==> src/rtl/alu_pkg.sv <==
// alu_pkg: shared definitions for the iterative Y86 OPq ALU.
// Holds the ifun encodings and the controller state enum.
package alu_pkg;

  localparam logic [1:0] IFUN_ADD = 2'd0;
  localparam logic [1:0] IFUN_SUB = 2'd1;
  localparam logic [1:0] IFUN_AND = 2'd2;
  localparam logic [1:0] IFUN_XOR = 2'd3;

  typedef enum logic [1:0] {
    IDLE = 2'd0,
    BUSY = 2'd1,
    DONE = 2'd2
  } state_e;

  function automatic logic is_arith(input logic [1:0] f);
    return (f == IFUN_ADD) || (f == IFUN_SUB);
  endfunction

endpackage

==> src/rtl/alu_slice.sv <==
// alu_slice: one CHUNK-wide slice of ADD/SUB/AND/XOR.
// Ports: a, b (slices), ifun, cin -> res, cout (cin passed through for AND/XOR).
module alu_slice
  import alu_pkg::*;
#(
  parameter int CHUNK = 16
) (
  input  logic [CHUNK-1:0] a,
  input  logic [CHUNK-1:0] b,
  input  logic [1:0]       ifun,
  input  logic             cin,
  output logic [CHUNK-1:0] res,
  output logic             cout
);

  logic [CHUNK-1:0] bx;
  logic [CHUNK:0]   sum;

  always_comb begin
    bx   = (ifun == IFUN_SUB) ? ~b : b;
    sum  = {1'b0, a} + {1'b0, bx} + {{CHUNK{1'b0}}, cin};
    res  = sum[CHUNK-1:0];
    cout = cin;
    unique case (1'b1)
      (ifun == IFUN_AND): res = a & b;
      (ifun == IFUN_XOR): res = a ^ b;
      default:            cout = sum[CHUNK];
    endcase
  end

endmodule

==> src/rtl/alu_cc_iter.sv <==
// alu_cc_iter: multi-cycle Y86 OPq ALU, CHUNK bits per clock, with CC register.
// Ports: clk, rst, in_valid/in_ready, ifun, a, b, set_cc, out_valid/out_ready,
//        result, cout, zf, sf, of, cc_zf, cc_sf, cc_of.
module alu_cc_iter
  import alu_pkg::*;
#(
  parameter int W     = 64,
  parameter int CHUNK = 16
) (
  input  logic         clk,
  input  logic         rst,
  input  logic         in_valid,
  output logic         in_ready,
  input  logic [1:0]   ifun,
  input  logic [W-1:0] a,
  input  logic [W-1:0] b,
  input  logic         set_cc,
  output logic         out_valid,
  input  logic         out_ready,
  output logic [W-1:0] result,
  output logic         cout,
  output logic         zf,
  output logic         sf,
  output logic         of,
  output logic         cc_zf,
  output logic         cc_sf,
  output logic         cc_of
);

  localparam int N  = W / CHUNK;
  localparam int IW = (N > 1) ? $clog2(N) : 1;
  localparam logic [IW-1:0] LAST = IW'(N - 1);

  state_e         state_q, state_d;
  logic [IW-1:0]  idx_q, idx_d;
  logic           carry_q, carry_d;
  logic           zrun_q, zrun_d;
  logic [W-1:0]   a_q, a_d;
  logic [W-1:0]   b_q, b_d;
  logic [1:0]     ifun_q, ifun_d;
  logic           set_cc_q, set_cc_d;
  logic [W-1:0]   result_q, result_d;
  logic           cout_q, cout_d;
  logic           zf_q, zf_d;
  logic           sf_q, sf_d;
  logic           of_q, of_d;
  logic           cc_zf_q, cc_zf_d;
  logic           cc_sf_q, cc_sf_d;
  logic           cc_of_q, cc_of_d;

  logic [CHUNK-1:0] s_a, s_b, s_res;
  logic             s_cout;
  logic             last_slice;
  logic             msb_r;

  assign s_a = a_q[idx_q*CHUNK +: CHUNK];
  assign s_b = b_q[idx_q*CHUNK +: CHUNK];

  alu_slice #(.CHUNK(CHUNK)) u_slice (
    .a    (s_a),
    .b    (s_b),
    .ifun (ifun_q),
    .cin  (carry_q),
    .res  (s_res),
    .cout (s_cout)
  );

  assign last_slice = (state_q == BUSY) && (idx_q == LAST);
  assign msb_r      = s_res[CHUNK-1];

  always_ff @(posedge clk) begin
    if (rst) begin
      state_q  <= IDLE;
      idx_q    <= '0;
      carry_q  <= 1'b0;
      zrun_q   <= 1'b0;
      a_q      <= '0;
      b_q      <= '0;
      ifun_q   <= IFUN_ADD;
      set_cc_q <= 1'b0;
      result_q <= '0;
      cout_q   <= 1'b0;
      zf_q     <= 1'b0;
      sf_q     <= 1'b0;
      of_q     <= 1'b0;
      cc_zf_q  <= 1'b0;
      cc_sf_q  <= 1'b0;
      cc_of_q  <= 1'b0;
    end else begin
      state_q  <= state_d;
      idx_q    <= idx_d;
      carry_q  <= carry_d;
      zrun_q   <= zrun_d;
      a_q      <= a_d;
      b_q      <= b_d;
      ifun_q   <= ifun_d;
      set_cc_q <= set_cc_d;
      result_q <= result_d;
      cout_q   <= cout_d;
      zf_q     <= zf_d;
      sf_q     <= sf_d;
      of_q     <= of_d;
      cc_zf_q  <= cc_zf_d;
      cc_sf_q  <= cc_sf_d;
      cc_of_q  <= cc_of_d;
    end
  end

  always_comb begin
    state_d = state_q;
    unique case (state_q)
      IDLE:    if (in_valid) state_d = BUSY;
      BUSY:    if (last_slice) state_d = DONE;
      DONE:    if (out_ready) state_d = IDLE;
      default: state_d = IDLE;
    endcase
  end

  always_comb begin
    idx_d    = idx_q;
    carry_d  = carry_q;
    zrun_d   = zrun_q;
    a_d      = a_q;
    b_d      = b_q;
    ifun_d   = ifun_q;
    set_cc_d = set_cc_q;
    result_d = result_q;
    cout_d   = cout_q;
    zf_d     = zf_q;
    sf_d     = sf_q;
    of_d     = of_q;
    cc_zf_d  = cc_zf_q;
    cc_sf_d  = cc_sf_q;
    cc_of_d  = cc_of_q;
    unique case (state_q)
      IDLE: begin
        if (in_valid) begin
          a_d      = a;
          b_d      = b;
          ifun_d   = ifun;
          set_cc_d = set_cc;
          idx_d    = '0;
          // SUB is a + ~b + 1: the +1 enters as the first slice's carry-in
          carry_d  = (ifun == IFUN_SUB);
          zrun_d   = 1'b1;
        end
      end
      BUSY: begin
        result_d[idx_q*CHUNK +: CHUNK] = s_res;
        carry_d = s_cout;
        zrun_d  = zrun_q & ~|s_res;
        // park the index at 0 so the slice mux never reads past the operand
        idx_d   = last_slice ? '0 : idx_q + IW'(1);
        if (last_slice) begin
          zf_d   = zrun_d;
          sf_d   = msb_r;
          cout_d = is_arith(ifun_q) & s_cout;
          unique case (ifun_q)
            IFUN_ADD: of_d = (a_q[W-1] == b_q[W-1]) && (msb_r != a_q[W-1]);
            IFUN_SUB: of_d = (a_q[W-1] != b_q[W-1]) && (msb_r != a_q[W-1]);
            default:  of_d = 1'b0;
          endcase
        end
      end
      DONE: begin
        if (out_ready && set_cc_q) begin
          cc_zf_d = zf_q;
          cc_sf_d = sf_q;
          cc_of_d = of_q;
        end
      end
      default: ;
    endcase
  end

  assign in_ready  = (state_q == IDLE);
  assign out_valid = (state_q == DONE);
  assign result    = result_q;
  assign cout      = cout_q;
  assign zf        = zf_q;
  assign sf        = sf_q;
  assign of        = of_q;
  assign cc_zf     = cc_zf_q;
  assign cc_sf     = cc_sf_q;
  assign cc_of     = cc_of_q;

endmodule

==> config.mk <==
export PLATFORM = sky130hd
export DESIGN_NAME = alu_cc_iter
export DESIGN_NICKNAME = d
export VERILOG_FILES = /design/src/rtl/alu_pkg.sv /design/src/rtl/alu_slice.sv /design/src/rtl/alu_cc_iter.sv
export SDC_FILE = /design/constraint.sdc
export NUM_CORES = 1
export LEC_CHECK = 0
export BUFFER_PORTS_ARGS = -buffer_cell sky130_fd_sc_hd__buf_2
export CAP_MARGIN = 20
export CELL_PAD_IN_SITES_DETAIL_PLACEMENT = 0
export CELL_PAD_IN_SITES_GLOBAL_PLACEMENT = 1
export CORE_ASPECT_RATIO = 0.75
export CORE_MARGIN = 4
export CORE_UTILIZATION = 37
export CTS_CLUSTER_DIAMETER = 60
export DETAILED_ROUTE_END_ITERATION = 10
export GPL_TIMING_DRIVEN = 0
export MAX_ROUTING_LAYER = met4
export PLACE_DENSITY = 0.84
export REMOVE_ABC_BUFFERS = 1
export SLEW_MARGIN = 0
export SYNTH_ARGS = -nofsm -noshare
export SYNTH_HDL_FRONTEND = slang
export SYNTH_SLANG_ARGS = --single-unit
==> constraint.sdc <==
create_clock -name clk -period 5 [get_ports clk]
set_input_delay 0.5 -clock clk [delete_from_list [all_inputs] [get_ports clk]]
set_output_delay 0.5 -clock clk [all_outputs]
set_load 0.005 [all_outputs]
Word level (Yosys, flattened, before mapping)

Cells that the tools add are included.

Input port bits: 135
Word-level logic and storage cells: 74
Bits in registers: 208

Equal/unequal tests: 13
Reduce and logical (&&, ||, !) cells: 16
Add/sub/neg operators: 4
Shift operators: 4
Mux-type cells: 16
Bitwise gates (word level): 5

Operator list:

| kind                                                   | number |
|---|---|
| variable part select 64 x 7 -> 16 bit                  | 2 |
| bitwise mux 64 bit                                     | 1 |
| variable shift 16 x 34 -> 64 bit, first input constant | 1 |
| variable part select 16 x 34 -> 64 bit                 | 1 |
| negator 6 -> 34 bit                                    | 1 |
| case mux 16 bit (2 select lines)                       | 1 |
| adder 16 x 16 -> 17 bit                                | 1 |
| adder 17 x 1 -> 17 bit                                 | 1 |
| AND 16 bit                                             | 1 |
| two-way mux 16 bit                                     | 1 |
| inverter 16 bit                                        | 1 |
| OR reduction 16 bit                                    | 1 |
| bitwise XOR 16 bit                                     | 1 |
| two-way mux 2 bit                                      | 5 |
| == test 2 bit, second input constant                   | 4 |
| AND reduction 2 bit                                    | 4 |
| == test 2 x 1 -> 1 bit, second input constant          | 3 |
| case mux 1 bit (2 select lines)                        | 3 |
| case mux 2 bit (3 select lines)                        | 1 |
| logical AND 1 bit                                      | 4 |
| logical NOT 2 bit                                      | 2 |
| inequality test 2 bit, second input constant           | 2 |
| case mux 2 bit (2 select lines)                        | 1 |
| two-way mux 1 bit                                      | 3 |
| other kinds (10)                                       | 12 |

Logic depth before layout (Yosys ltp)

Gate-level depths: netlist of run 1.

Depth after elaboration: 10
Gate-level depth with buffers: 16
Depth with buffers taken out: 14

Hierarchy

A second synthesis of run 1 with hierarchy kept.

Cells, all modules: 1,124
Area, all modules: 9,977.1 um2

By module, submodules not included:

| module      | instances | area each (um2) | cells an instance | seq. area each (um2) |
|---|---|---|---|---|
| alu_cc_iter | 1         | 8,311.7         | 915               | 4,164.0 |
| alu_slice   | 1         | 1,665.3         | 209               | 0.0 |

Least setup slack after synthesis of run 1

No wires, ideal clock.

Path type: register to register
Start: reg idx_q[0]
End: reg zf_q (netlist: zf)
Setup time: 0.083 ns
Path slack: -0.153 ns
Stages on the path, launching flop included: 14
Arrival: 5.070 ns
Required time: 4.917 ns
Path buffers: 3
Clock period less this slack: 5.153 ns
Cells stage by stage: dfxtp_1 > clkbuf_1 > clkbuf_1 > buf_1 > mux4_2 > fa_1 > xor2_1 > nor2_1 > a21oi_1 > or4_1 > or4_1 > or4_1 > or4_4 > o31ai_4

Word-level cells in the longest chain between the ends: 9
Elaborated cells on any way between the ends: 15
Classes of those cells: add/sub: 2; eq/ne: 1; shift: 2; mux: 2; bitwise: 4; reduce/logical: 4

Ends and longest elaborated chain:

| element                               | RTL line           | text |
|---|---|---|
| from (decl)                           | alu_cc_iter.sv:35  | `logic [IW-1:0] idx_q, idx_d;` |
| from (signal assigned)                | alu_cc_iter.sv:91  | `idx_q <= idx_d;` |
| variable part select 64 x 7 -> 16 bit | alu_cc_iter.sv:57  | `assign s_b = b_q[idx_q*CHUNK +: CHUNK];` |
| inverter 16 bit                       | alu_slice.sv:20    | `bx = (ifun == IFUN_SUB) ? ~b : b;` |
| two-way mux 16 bit                    | alu_slice.sv:20    |  |
| adder 16 x 16 -> 17 bit               | alu_slice.sv:21    | `sum = {1'b0, a} + {1'b0, bx} + {{CHUNK{1'b0}}, cin};` |
| adder 17 x 1 -> 17 bit                | alu_slice.sv:21    |  |
| case mux 16 bit (2 select lines)      | alu_slice.sv:24    | `unique case (1'b1)` |
| OR reduction 16 bit                   | alu_cc_iter.sv:151 | `zrun_d = zrun_q & ~\|s_res;` |
| logical NOT 1 bit                     | alu_cc_iter.sv:151 |  |
| AND 1 bit                             | alu_cc_iter.sv:151 |  |
| to (signal assigned)                  | alu_cc_iter.sv:100 | `zf_q <= zf_d;` |
| to (decl)                             | alu_cc_iter.sv:44  | `logic zf_q, zf_d;` |

Parallel ways exist; a longest one is shown, timed or not.
A chain may end at the register's enable or synchronous reset.

Worst setup path after layout of run 1

Same ends and word-level chain as after synthesis.

==> summary.md, run 1 <==
| Metric | Value |
|---|---|
| Max Clock Skew | `19.3 ps` |
| Num CTS Buffers | `24` |
| Min Tclk post-route | `4790 ps` |
| Unrepaired setup endpoints after global routing | `no` |
| Initial antenna violation count | `1` |
| Data arrival, critical path | `5200 ps` |
| Max-slew violations | `0` |
| Final Hold Viols | `0` |
| Hpwl dp | `18500 um` |
| Post-synth top area share | `44.0%` |
| Sw Share | `26.3%` |
| Layout cells sized above 1 | `24.7%` |
| Critical Path RT | `5410 ps` |
| Placed instance area | `10800 sq um` |
| Clock root cell | `clkbuf_16` |
| CP Capture Type | `flip-flop` |
| Total die area | `28200 sq um` |
| Sequential-to-total area share from yosys stat | `44.0%` |
| Critical Path Max Stage Delay | `650 ps` |
| Initial core utilization | `37.8%` |
| Max Fclk | `209 MHz` |
| Net Sw Power | `1.14 mW` |
| Comb power frac | `14.5%` |
| Setup_tns | `0 ps` |
| Mapped Area | `9450 sq um` |
| LEAKAGE | `4.96 nW` |
| Layout Nets | `1432` |
| Simple-gate area share of the yosys netlist | `18.0%` |
| Reg2reg setup slack | `210 ps` |
| Clk network pwr share | `44.2%` |
| Yosys top cell by area | `dfxtp_1` |
| Largest family of logic cells by synthesized area | `simple AND/OR/NAND/NOR gates` |
| Setup violators final | `0` |
| Vias | `8267` |
| Multiplexer share of the synthesized area | `9.50%` |
| Mapped Cells | `1095` |
| # H-tree levels | `1` |
| Int Pwr | `3.19 mW` |
| Worst slew pin tran | `1060 ps` |
| GP Congestion | `0.833` |
| Sequential Area | `4170 sq um` |
| # clock sinks | `208` |
| Most area-consuming cells after synthesis | `dfxtp_1 (44%), nand2_1 (11%), a21oi_1 (8.0%)` |
| Worst VDD drop | `0.230 mV` |
| Synth cell count leaders | `nand2_1 (282), dfxtp_1 (208), a21oi_1 (151), nor2_1 (82), clkbuf_1 (70)` |
| Multi-input logic area | `4990 sq um` |
| Mean Syn Cell Area | `8.63 sq um` |
| Ys async rst share | `0%` |
| Std cell rows | `50` |
| DRT iter0 DRCs | `600` |
| Final-layout fill cell count | `2484` |
| Number of primary I/O pins | `208` |
| Longest Clk Path Bufs | `3` |
| Total gr overflow | `0` |
| Drt wl/cell | `16.5 um` |
| MaxCap Viol Count | `0` |
| CTS tree | `built` |
| Main flop type after synthesis | `dfxtp_1` |
| DR pass1 iterations | `5` |
| Relative slew slack | `29.3%` |
| Total GRT Usage | `18.8%` |
| Tightest Hold Check Type | `in -> reg` |
| Clk slew on worst S/H paths | `60 ps` |
| ANT nets after route | `0` |
| Most used cell, CP | `or4_1` |
| Core ar. | `25000 sq um` |
| Number of global-route vias before repair | `7764` |
| Register bit total from synthesis | `208` |
| Vias per std cell | `5.12` |
| First-pass GRT wire length | `42000 um` |
| Status | `completed` |
| Pin count of the biggest net entering global routing | `107` |
| Final WL | `26700 um` |
| Sequential share of power | `41.2%` |
| Post-synthesis compound-gate area fraction | `17.2%` |
| Post-synth EDFFs | `0` |
| DRC Markers | `0` |
| Crit path kind | `reg -> reg` |
| Final Cell Area | `11700 sq um` |
| Port Buf Inserts | `207` |
| Crit-path slowest cell | `dfxtp_4` |
| Post-Synth Adder-Cell Area | `5.19%` |
| Ys Warns | `0` |
| Worst Setup Start Kind | `flip-flop` |
| Critical-path cell list | `mux4_2, xor2_1, fa_1, inv_1, fa_1, xor2_1, nor2_1, a21oi_1, or4_1, or4_1, or4_1, or4_4, o31ai_4` |
| Post-synth cell types | `52` |
| Later-pin clock latency in the skew report | `520 ps` |
| Max FO, Critical Path | `21` |
| Post-synthesis xor/xnor area fraction | `2.41%` |
| Pwr Density | `369 nW/um^2` |
| Top-count cell post-synth | `nand2_1` |
| Die X-Extent | `193 um` |
| Die height | `146 um` |
| Final worst-path cycle share | `95.8%` |
| Area grow syn2layout | `24.2%` |
-- final cells by class --
cell class | count | area share (%)
timing repair buffer | 219 | 10.6
inverter | 8 | 0.256
antenna | 1 | 0.0213
clock inverter | 13 | 1.50
tap | 338 | 3.60
sequential | 208 | 35.5
clock buffer | 31 | 6.03
multi-input combinational | 798 | 42.5
-- layout by cell type (no fill, tap or decap), types with 6 or more instances in the layout --
master | synthesis | routed
clkinv_2 | 0 | 6
nand2b_1 | 11 | 11
mux2i_1 | 11 | 11
buf_2 | 2 | 207
nor2_1 | 82 | 82
inv_1 | 7 | 7
nand2_1 | 282 | 280
o21ai_0 | 10 | 10
mux4_2 | 32 | 32
clkbuf_16 | 0 | 25
nand3_1 | 6 | 6
xor2_1 | 8 | 8
ha_1 | 36 | 36
xnor2_1 | 18 | 18
nor2b_1 | 6 | 6
o21ai_1 | 8 | 8
dfxtp_1 | 208 | 204
a21oi_1 | 151 | 151
a22oi_1 | 65 | 65
clkbuf_8 | 0 | 6
-- path summary, 6_finish.rpt --
path	startpoint	to	depth (start not counted)
hold reg to reg	b_q[29]$_SDFFE_PP0P_	b_q[29]$_SDFFE_PP0P_	2
setup reg to reg	idx_q[0]$_SDFFE_PP0P_	zf$_SDFFE_PP0P_	13
hold / removal	b[39]	b_q[39]$_SDFFE_PP0P_	3
setup / recovery	idx_q[0]$_SDFFE_PP0P_	zf$_SDFFE_PP0P_	13
-- kinds of logic after synthesis --
logic type               count (synthesis)
XOR/XNOR                                26
buffers and inverters                   89
multiplexers                            49
flip-flops                             208
AND/OR/NAND/NOR                        416
adder cells (fa/ha/maj)                 38
AO/OA/AOI/OAI                          269
-- power by group through the flow --
stage / logic [mW] / clock network (mW) / registers, mW
after floorplan: 0.388 / 0 / 1.81
after global placement: 0.606 / 0 / 1.83
after detailed placement: 0.620 / 0 / 1.83
after CTS: 0.634 / 1.96 / 1.79
after global routing: 0.706 / 2.02 / 1.80
final: 0.629 / 1.92 / 1.79
-- per-layer routing --
metal  part of all wire, %  up-vias  GRT usage [%]
met5                     0        -              -
met2                    43      232           27.4
met4                   1.7        0           3.31
li1                      -     4133              -
met1                    49     3867           27.8
met3                   6.2       35           3.15
-- state kept, by name, indices dropped and copies added (netlist names), 2 cells and up --
name,count
ifun_q,2
b_q,64
a_q,64
result,64
state_q,2
idx_q,2
-- worst max-delay path, delay by kind of cell, from the launching register on --
| family | cells | cell delay, ps |
|---|---|---|
| simple gates | 5 | 2020 |
| flops | 1 | 650 |
| fa+ha+maj | 2 | 650 |
| mux | 1 | 630 |
| xor+xnor | 2 | 380 |
| compound gates | 2 | 300 |
| buf+inv | 1 | 60 |
-- stage by stage --
| stage | worst slack (ps) | hold WS (ps) | utilization (%) | cells | total power [mW] |
|---|---|---|---|---|---|
| 2_1_floorplan | -426 | 427 | - | 1014 | 2.20 |
| 3_3_place_gp | -1660 | 440 | 42.4 | 1559 | 2.44 |
| 3_5_place_dp | -667 | 444 | 43.3 | 1570 | 2.45 |
| 4_1_cts | 22.5 | 191 | 46.9 | 1615 | 4.38 |
| 5_1_grt | 14.3 | 198 | 46.9 | 1616 | 4.53 |
| 6_report | 209 | 215 | 46.9 | 1616 | 4.33 |
-- what timing repair did --
action,in CTS,in global routing
cloned,0,0
hold buffers,0,0
gates resized for setup,2,2
buffers inserted,1,0
endpoints found under the setup margin,6,2
Note: power is estimated with default switching activity, not from simulation.
==> run 2, diff against run 1 <==
BUFFER_PORTS_ARGS = -buffer_cell sky130_fd_sc_hd__buf_4   (was -buffer_cell sky130_fd_sc_hd__buf_2)
==> run 2 against run 1 <==
Setup slack better by 33 ps; first-iteration DRC count is 0.83% higher; via count is 0.33% lower; largest power group is now registers; combinational power is 5.2% higher; non-clock buffer count stayed put; maximum frequency is 0.69% higher; worst hold slack better by 21 ps; largest cell class unchanged.
==> summary.md, run 2 (same netlist as run 1, synthesis figures left out) <==
| Metric | Value |
|---|---|
| Status | `completed (unchanged)` |
| Worst VDD drop | `0.219 mV (was 0.230 mV)` |
| Max Fclk | `210 MHz (was 209 MHz)` |
| Register-to-Register Path Depth | `13 (unchanged)` |
| Initial antenna violation count | `0 (was 1)` |
| Reg2reg end | `zf$_SDFFE_PP0P_ (unchanged)` |
| Critical path depth in cells | `13 (unchanged)` |
| Crit path launch | `idx_q[0]$_SDFFE_PP0P_ (unchanged)` |
| Clk slew on worst S/H paths | `60 ps (about the same)` |
| Total power | `4.14 mW (was 4.33 mW)` |
| Port Buf Inserts | `207 (unchanged)` |
| DR pass1 iterations | `5 (unchanged)` |
| Number of primary I/O pins | `208 (unchanged)` |
| Final WL | `26700 um (about the same)` |
| DRC Markers | `0 (unchanged)` |
| Relative slew slack | `32.8% (was 29.3%)` |
| Final Hold Viols | `0 (unchanged)` |
| MaxCap Viol Count | `0 (unchanged)` |
| Vias per std cell | `5.11 (was 5.12)` |
| Placed instance area | `11300 sq um (was 10800 sq um)` |
| Final Cell Area | `12100 sq um (was 11700 sq um)` |
| N_diodes | `0 (was 1)` |
| Max Clock Skew | `9.38 ps (was 19.3 ps)` |
| Area grow syn2layout | `28.4% (was 24.2%)` |
| Reg2reg setup slack | `240 ps (was 210 ps)` |
| Critical Path Max Stage Delay | `660 ps (was 650 ps)` |
| Min Tclk post-route | `4760 ps (was 4790 ps)` |
| Total GRT Usage | `18.7% (was 18.8%)` |
| # clock sinks | `208 (unchanged)` |
| Std cell rows | `50 (unchanged)` |
| Total die area | `28200 sq um (unchanged)` |
| Later-pin clock latency in the skew report | `510 ps (was 520 ps)` |
| Crit path kind | `reg -> reg (unchanged)` |
| Worst Setup Start Kind | `flip-flop (unchanged)` |
| CP Capture Point | `zf$_SDFFE_PP0P_ (unchanged)` |
| Max FO, Critical Path | `21 (unchanged)` |
| Crit-path slowest cell | `dfxtp_4 (unchanged)` |
| Clock root cell | `clkbuf_16 (unchanged)` |
| Drt wl/cell | `16.6 um (was 16.5 um)` |
| Most used cell, CP | `or4_1 (unchanged)` |
| WP buf/inv | `1 (unchanged)` |
| Tightest Hold Check Type | `in -> reg (unchanged)` |
| Initial core utilization | `37.8% (unchanged)` |
| Vias | `8240 (was 8267)` |
| Number of global-route vias before repair | `7737 (was 7764)` |
| ANT nets after route | `0 (unchanged)` |
| LEAKAGE | `4.99 nW (was 4.96 nW)` |
| CTS tree | `built (unchanged)` |
| Num CTS Buffers | `22 (was 24)` |
| Critical-path cell list | `mux4_2, xor2_1, fa_1, inv_1, fa_1, xor2_1, nor2_1, a21oi_1, or4_1, or4_1, or4_1, or4_4, o31ai_4 (unchanged)` |
| Data arrival, critical path | `5180 ps (was 5200 ps)` |
| Commonest non-fill, non-tap cell in the layout | `nand2_1 (unchanged)` |
| Pwr Density | `341 nW/um^2 (was 369 nW/um^2)` |
| Reg2reg start | `idx_q[0]$_SDFFE_PP0P_ (unchanged)` |
| Unrepaired setup endpoints after global routing | `no (unchanged)` |
| Core ar. | `25000 sq um (unchanged)` |
| Die X-Extent | `193 um (unchanged)` |
| Final worst-path cycle share | `95.2% (was 95.8%)` |
| Critical Path RT | `5420 ps (was 5410 ps)` |
| Die height | `146 um (unchanged)` |
| Max-slew violations | `0 (unchanged)` |
| Commonest cells after routing, fill and taps aside | `nand2_1 (280), buf_4 (211), dfxtp_1 (204), a21oi_1 (151), nor2_1 (82) (was nand2_1 (280), buf_2 (207), dfxtp_1 (204), a21oi_1 (151), nor2_1 (82))` |
| # H-tree levels | `1 (unchanged)` |
| Min Hold Slack | `236 ps (was 215 ps)` |
| CP Capture Type | `flip-flop (unchanged)` |
| Pin count of the biggest net entering global routing | `132 (was 107)` |
| GP Congestion | `0.842 (was 0.833)` |
| Total gr overflow | `0 (unchanged)` |
| Hpwl dp | `18800 um (was 18500 um)` |
| Setup violators final | `0 (unchanged)` |
| First-pass GRT wire length | `41800 um (was 42000 um)` |
| DRT iter0 DRCs | `605 (was 600)` |
| Hold path start | `a[63] (was b[39])` |
| Cell family with most CP delay | `simple AND/OR/NAND/NOR gates (unchanged)` |
| Hold_buf cts | `0 (unchanged)` |
| Worst slew pin tran | `1010 ps (was 1060 ps)` |
| Layout cells sized above 1 | `24.0% (was 24.7%)` |
| Layout Nets | `1430 (was 1432)` |
| Longest Clk Path Bufs | `3 (unchanged)` |
-- run 2: cell types whose count changed in the layout (fill, tap and decap cells not counted) --
cell        before  now
clkbuf_8         6    5
clkinvlp_4       0    2
clkinv_2         6    1
buf_2          207    1
dfxtp_4          1    2
inv_6            2    1
clkbuf_16       25   23
diode_2          1    0
buf_4            5  211
clkbuf_1         0    5
dfxtp_2          3    2
bufinv_16        4    2
-- run 2: area by class of cell --
class                           count  area [sq um]
Fill cell                        2458         12900
Multi-Input combinational cell    798          4990
Sequential cell                   208          4170
Timing Repair Buffer              219          1760
Clock buffer                       33           663
Tap cell                          338           423
Clock inverter                      7          97.6
Inverter                            8          30.0
-- run 2: metrics by stage --
| stage | util, % | setup slack [ps] | instances | setup TNS [ps] |
|---|---|---|---|---|
| after floorplan | - | -426 | 1014 | -800 |
| after global placement | 44.4 | -1630 | 1559 | -73740 |
| after detailed placement | 45.3 | -647 | 1570 | -2140 |
| after CTS | 48.5 | 36.4 | 1611 | 0 |
| after global routing | 48.5 | 18.5 | 1611 | 0 |
| final | 48.5 | 242 | 1611 | 0 |
-- run 2: how the worst min path moves through the flow --
stage	slack, ps	end	depth (start not counted)
floorplan	430	a_q[32]$_SDFFE_PP0P_	2
global placement	440	a_q[17]$_SDFFE_PP0P_	2
detailed placement	440	a_q[50]$_SDFFE_PP0P_	2
CTS	220	a_q[24]$_SDFFE_PP0P_	3
global route	220	a_q[24]$_SDFFE_PP0P_	3
finish	240	a_q[63]$_SDFFE_PP0P_	3
-- run 2: metal layers --
metal	vias up	global-route usage [%]	wire (um)
li1	4123	-	-
met1	3854	27.7	13100
met2	229	26.7	11500
met3	34	3.27	1610
met4	0	4.24	521
met5	-	-	0
-- run 2: report_power, final --
part,switching [mW],internal (mW),total [mW]
clock,0.670,1.02,1.69
sequential,0.0528,1.73,1.79
combinational,0.379,0.283,0.662
-- run 2: what timing repair did --
action,CTS,global route
endpoints found under the setup margin,6,2
gates resized for setup,2,3
buffers inserted,1,0
-- run 2: tightest hold or removal path, cell delays in order --
cell,delay (ps)
buf_4,110
nand2_1,40
a21oi_1,50
==> run 3, diff against run 2 <==
ABC_AREA = 1   (was default)
CORE_UTILIZATION = 35   (was 37)
PLACE_DENSITY = 0.83   (was 0.84)
==> run 3 against run 2 <==
Area after synthesis up 9.3%; non-clock buffer count decreased by 7; critical endpoint unchanged; die area increased by 15%; sequential power rose by 3%; register-to-register slack improved by 150 ps; clock skew is 7.0 ps higher; combinational power up 72%.
==> summary.md, run 3 <==
| Metric | Value |
|---|---|
| Hpwl dp | `21500 um (was 18800 um)` |
| DR pass1 iterations | `5 (unchanged)` |
| Worst Setup Start Kind | `flip-flop (unchanged)` |
| # clock sinks | `208 (unchanged)` |
| Ys async rst share | `0% (unchanged)` |
| Final Hold Viols | `0 (unchanged)` |
| ANT nets after route | `0 (unchanged)` |
| Commonest non-fill, non-tap cell in the layout | `nor2_1 (was nand2_1)` |
| CP Capture Type | `flip-flop (unchanged)` |
| Unrepaired setup endpoints after global routing | `no (unchanged)` |
| Register bit total from synthesis | `208 (unchanged)` |
| Tightest Hold Check Type | `in -> reg (unchanged)` |
| Setup violators final | `0 (unchanged)` |
| Layout Nets | `1831 (was 1430)` |
| Final WL | `31500 um (was 26700 um)` |
| Max Fclk | `217 MHz (was 210 MHz)` |
| Setup_tns | `0 ps (unchanged)` |
| Mapped Cells | `1512 (was 1095)` |
| Later-pin clock latency in the skew report | `530 ps (was 510 ps)` |
| Pin count of the biggest net entering global routing | `88 (was 132)` |
| Register-to-Register Path Depth | `15 (was 13)` |
| Synth cell count leaders | `nor2_1 (366), nand2_1 (264), dfxtp_1 (208), o21ai_0 (172), inv_1 (94) (was nand2_1 (282), dfxtp_1 (208), a21oi_1 (151), nor2_1 (82), clkbuf_1 (70))` |
| Number of global-route vias before repair | `9380 (was 7737)` |
| Largest family of logic cells by synthesized area | `simple AND/OR/NAND/NOR gates (unchanged)` |
| Initial core utilization | `35.5% (was 37.8%)` |
| # H-tree levels | `1 (unchanged)` |
| Vias per std cell | `4.83 (was 5.11)` |
| LEAKAGE | `5.89 nW (was 4.99 nW)` |
| DRC Markers | `0 (unchanged)` |
| Critical Path RT | `5460 ps (was 5420 ps)` |
| Total GRT Usage | `19.4% (was 18.7%)` |
| Sequential-to-total area share from yosys stat | `40.3% (was 44.0%)` |
| Std cell rows | `54 (was 50)` |
| Vias | `9987 (was 8240)` |
| Main flop type after synthesis | `dfxtp_1 (unchanged)` |
| Drt wl/cell | `15.3 um (was 16.6 um)` |
| Area grow syn2layout | `24.8% (was 28.4%)` |
| Hold_buf cts | `0 (unchanged)` |
| Pwr Density | `371 nW/um^2 (was 341 nW/um^2)` |
| Final worst-path cycle share | `92.1% (was 95.2%)` |
| Reg2reg start | `idx_q[0]$_SDFFE_PP0P_ (unchanged)` |
| Clk slew on worst S/H paths | `60 ps (about the same)` |
| Port Buf Inserts | `207 (unchanged)` |
| Multiplexer share of the synthesized area | `0% (was 9.50%)` |
| Die X-Extent | `206 um (was 193 um)` |
| Data arrival, critical path | `5060 ps (was 5180 ps)` |
| Simple-gate area share of the yosys netlist | `31.7% (was 18.0%)` |
| Top-count cell post-synth | `nor2_1 (was nand2_1)` |
| Core ar. | `29100 sq um (was 25000 sq um)` |
| MaxCap Viol Count | `0 (unchanged)` |
| Min Hold Slack | `220 ps (was 236 ps)` |
| Worst slew pin tran | `1110 ps (was 1010 ps)` |
| Initial antenna violation count | `1 (was 0)` |
| Commonest cells after routing, fill and taps aside | `nor2_1 (366), nand2_1 (263), buf_4 (209), dfxtp_1 (206), o21ai_0 (172) (was nand2_1 (280), buf_4 (211), dfxtp_1 (204), a21oi_1 (151), nor2_1 (82))` |
| Relative slew slack | `25.9% (was 32.8%)` |
| Post-Synth Adder-Cell Area | `4.75% (was 5.19%)` |
| Post-synthesis compound-gate area fraction | `14.0% (was 17.2%)` |
| Clock root cell | `clkbuf_16 (unchanged)` |
| Final cell count without fillers | `2067 (was 1611)` |
| Mean Syn Cell Area | `6.83 sq um (was 8.63 sq um)` |
| Most area-consuming cells after synthesis | `dfxtp_1 (40%), nor2_1 (13%), nand2_1 (9.6%) (was dfxtp_1 (44%), nand2_1 (11%), a21oi_1 (8.0%))` |
| Longest Clk Path Bufs | `3 (unchanged)` |
| Number of primary I/O pins | `208 (unchanged)` |
| Hold path start | `a[48] (was a[63])` |
| Max Clock Skew | `16.4 ps (was 9.38 ps)` |
| DP Cell Count | `2023 (was 1570)` |
| CTS tree | `built (unchanged)` |
| Worst Hold Depth | `3 (unchanged)` |
| DRT iter0 DRCs | `596 (was 605)` |
| Post-synth EDFFs | `0 (unchanged)` |
| First-pass GRT wire length | `49600 um (was 41800 um)` |
| Post-synthesis xor/xnor area fraction | `1.44% (was 2.41%)` |
| Max FO, Critical Path | `79 (was 21)` |
| Min Tclk post-route | `4610 ps (was 4760 ps)` |
| N_diodes | `0 (unchanged)` |
| Post-synth cell types | `38 (was 52)` |
| Max-slew violations | `0 (unchanged)` |
| Ys Warns | `0 (unchanged)` |
| Total die area | `32400 sq um (was 28200 sq um)` |
| Die height | `157 um (was 146 um)` |
| Mapped Area | `10300 sq um (was 9450 sq um)` |
| Post-synth top area share | `40.3% (was 44.0%)` |
| Reg2reg end | `zf$_SDFFE_PP0P_ (unchanged)` |
| Yosys top cell by area | `dfxtp_1 (unchanged)` |
| GP Congestion | `0.873 (was 0.842)` |
| Crit path launch | `idx_q[0]$_SDFFE_PP0P_ (unchanged)` |
| Layout cells sized above 1 | `18.1% (was 24.0%)` |
| Reg2reg setup slack | `390 ps (was 240 ps)` |
| Status | `completed (unchanged)` |
| Hold endpoint | `a_q[48]$_SDFFE_PP0P_ (was a_q[63]$_SDFFE_PP0P_)` |
| Crit path kind | `reg -> reg (unchanged)` |
| Worst VDD drop | `0.207 mV (was 0.219 mV)` |
| Num CTS Buffers | `24 (was 22)` |
| Total gr overflow | `0 (unchanged)` |
==> run 3: cell types whose count changed in the layout (fill, tap and decap cells not counted), sizes merged, moves of 8 or more <==
cell | previous run | this run
nor2 | 82 | 373
o21ai | 18 | 172
inv | 9 | 98
nand3 | 6 | 90
a21oi | 151 | 71
a22oi | 65 | 14
mux4 | 32 | 0
nor3 | 5 | 28
xnor2 | 18 | 1
o22ai | 0 | 15
mux2i | 11 | 0
nand2b | 11 | 0
xor2 | 8 | 16
==> run 3: cell families (layout without fill, tap and decap cells) <==
group                      Yosys count  in the layout
AOI/OAI and AO/OA                  275            275
xor gates and xnor gates            17             17
buffers and inverters              190            353
DFF                                208            208
and+or+nand+nor                    784            784
adders and majority gates           38             38
==> run 3: worst max path at each step <==
| stage | endpoint | slack [ps] | depth (start not counted) |
|---|---|---|---|
| 2_1_floorplan | zf$_SDFFE_PP0P_ | 360 | 16 |
| 3_3_place_gp | result[60]$_SDFFE_PP0P_ | -2300 | 20 |
| 5_1_grt | result[28]$_SDFFE_PP0P_ | 50 | 20 |
| 4_1_cts | zf$_SDFFE_PP0P_ | 270 | 14 |
| 3_5_place_dp | zf$_SDFFE_PP0P_ | 330 | 14 |
| 6_report | zf$_SDFFE_PP0P_ | 390 | 15 |
==> run 3: layout make-up <==
| class | count | area, sq um |
|---|---|---|
| sequential | 208 | 4170 |
| timing repair buffer | 212 | 1650 |
| clock inverter | 11 | 98.8 |
| inverter | 98 | 375 |
| clock buffer | 32 | 733 |
| tap | 392 | 490 |
| fill | 3039 | 16200 |
| multi-input combinational | 1114 | 5370 |
==> run 3: report_power, final <==
group	total (mW)	switching [mW]	leakage, nW	internal [mW]
clock	1.80	0.716	0.406	1.08
sequential	1.84	0.0807	1.71	1.76
combinational	1.14	0.731	3.77	0.405
total	4.78	1.53	5.89	3.25
==> run 3: metrics by stage <==
step           total power [mW]  setup slack, ps  area, sq um  util (%)
2_1_floorplan              2.62              355         9900         -
3_3_place_gp               3.01            -2300        11900      41.0
3_5_place_dp               3.01              334        12100      41.4
4_1_cts                    4.83              269        12900      44.2
5_1_grt                    5.07             52.8        12900      44.3
6_report                   4.78              393        12900      44.3
==> run 3: worst max-delay path: stages (launching register included) <==
cell and delay [ps]:
dfxtp_4 620, inv_4 770, nand2_1 100, a32oi_1 550
inv_1 150, fa_1 420, inv_1 160, fa_1 460
or2_2 300, nand3_2 100, nand4_1 90, nor2_1 170
nand4_1 170, nor2_1 160, nand3_2 130, a21oi_1 140
==> run 3: timing repair <==
item | in CTS | in global routing
setup endpoints to repair | 0 | 2
resized for setup | 0 | 1
buffers inserted | 0 | 0
==> run 3: per-layer routing <==
layer	global-route usage (%)	share of wire (%)	wire length, um
met1	28.1	50	15800
met2	28.4	41	13100
met3	3.77	6.7	2100
met4	3.36	1.7	532
met5	-	0	0
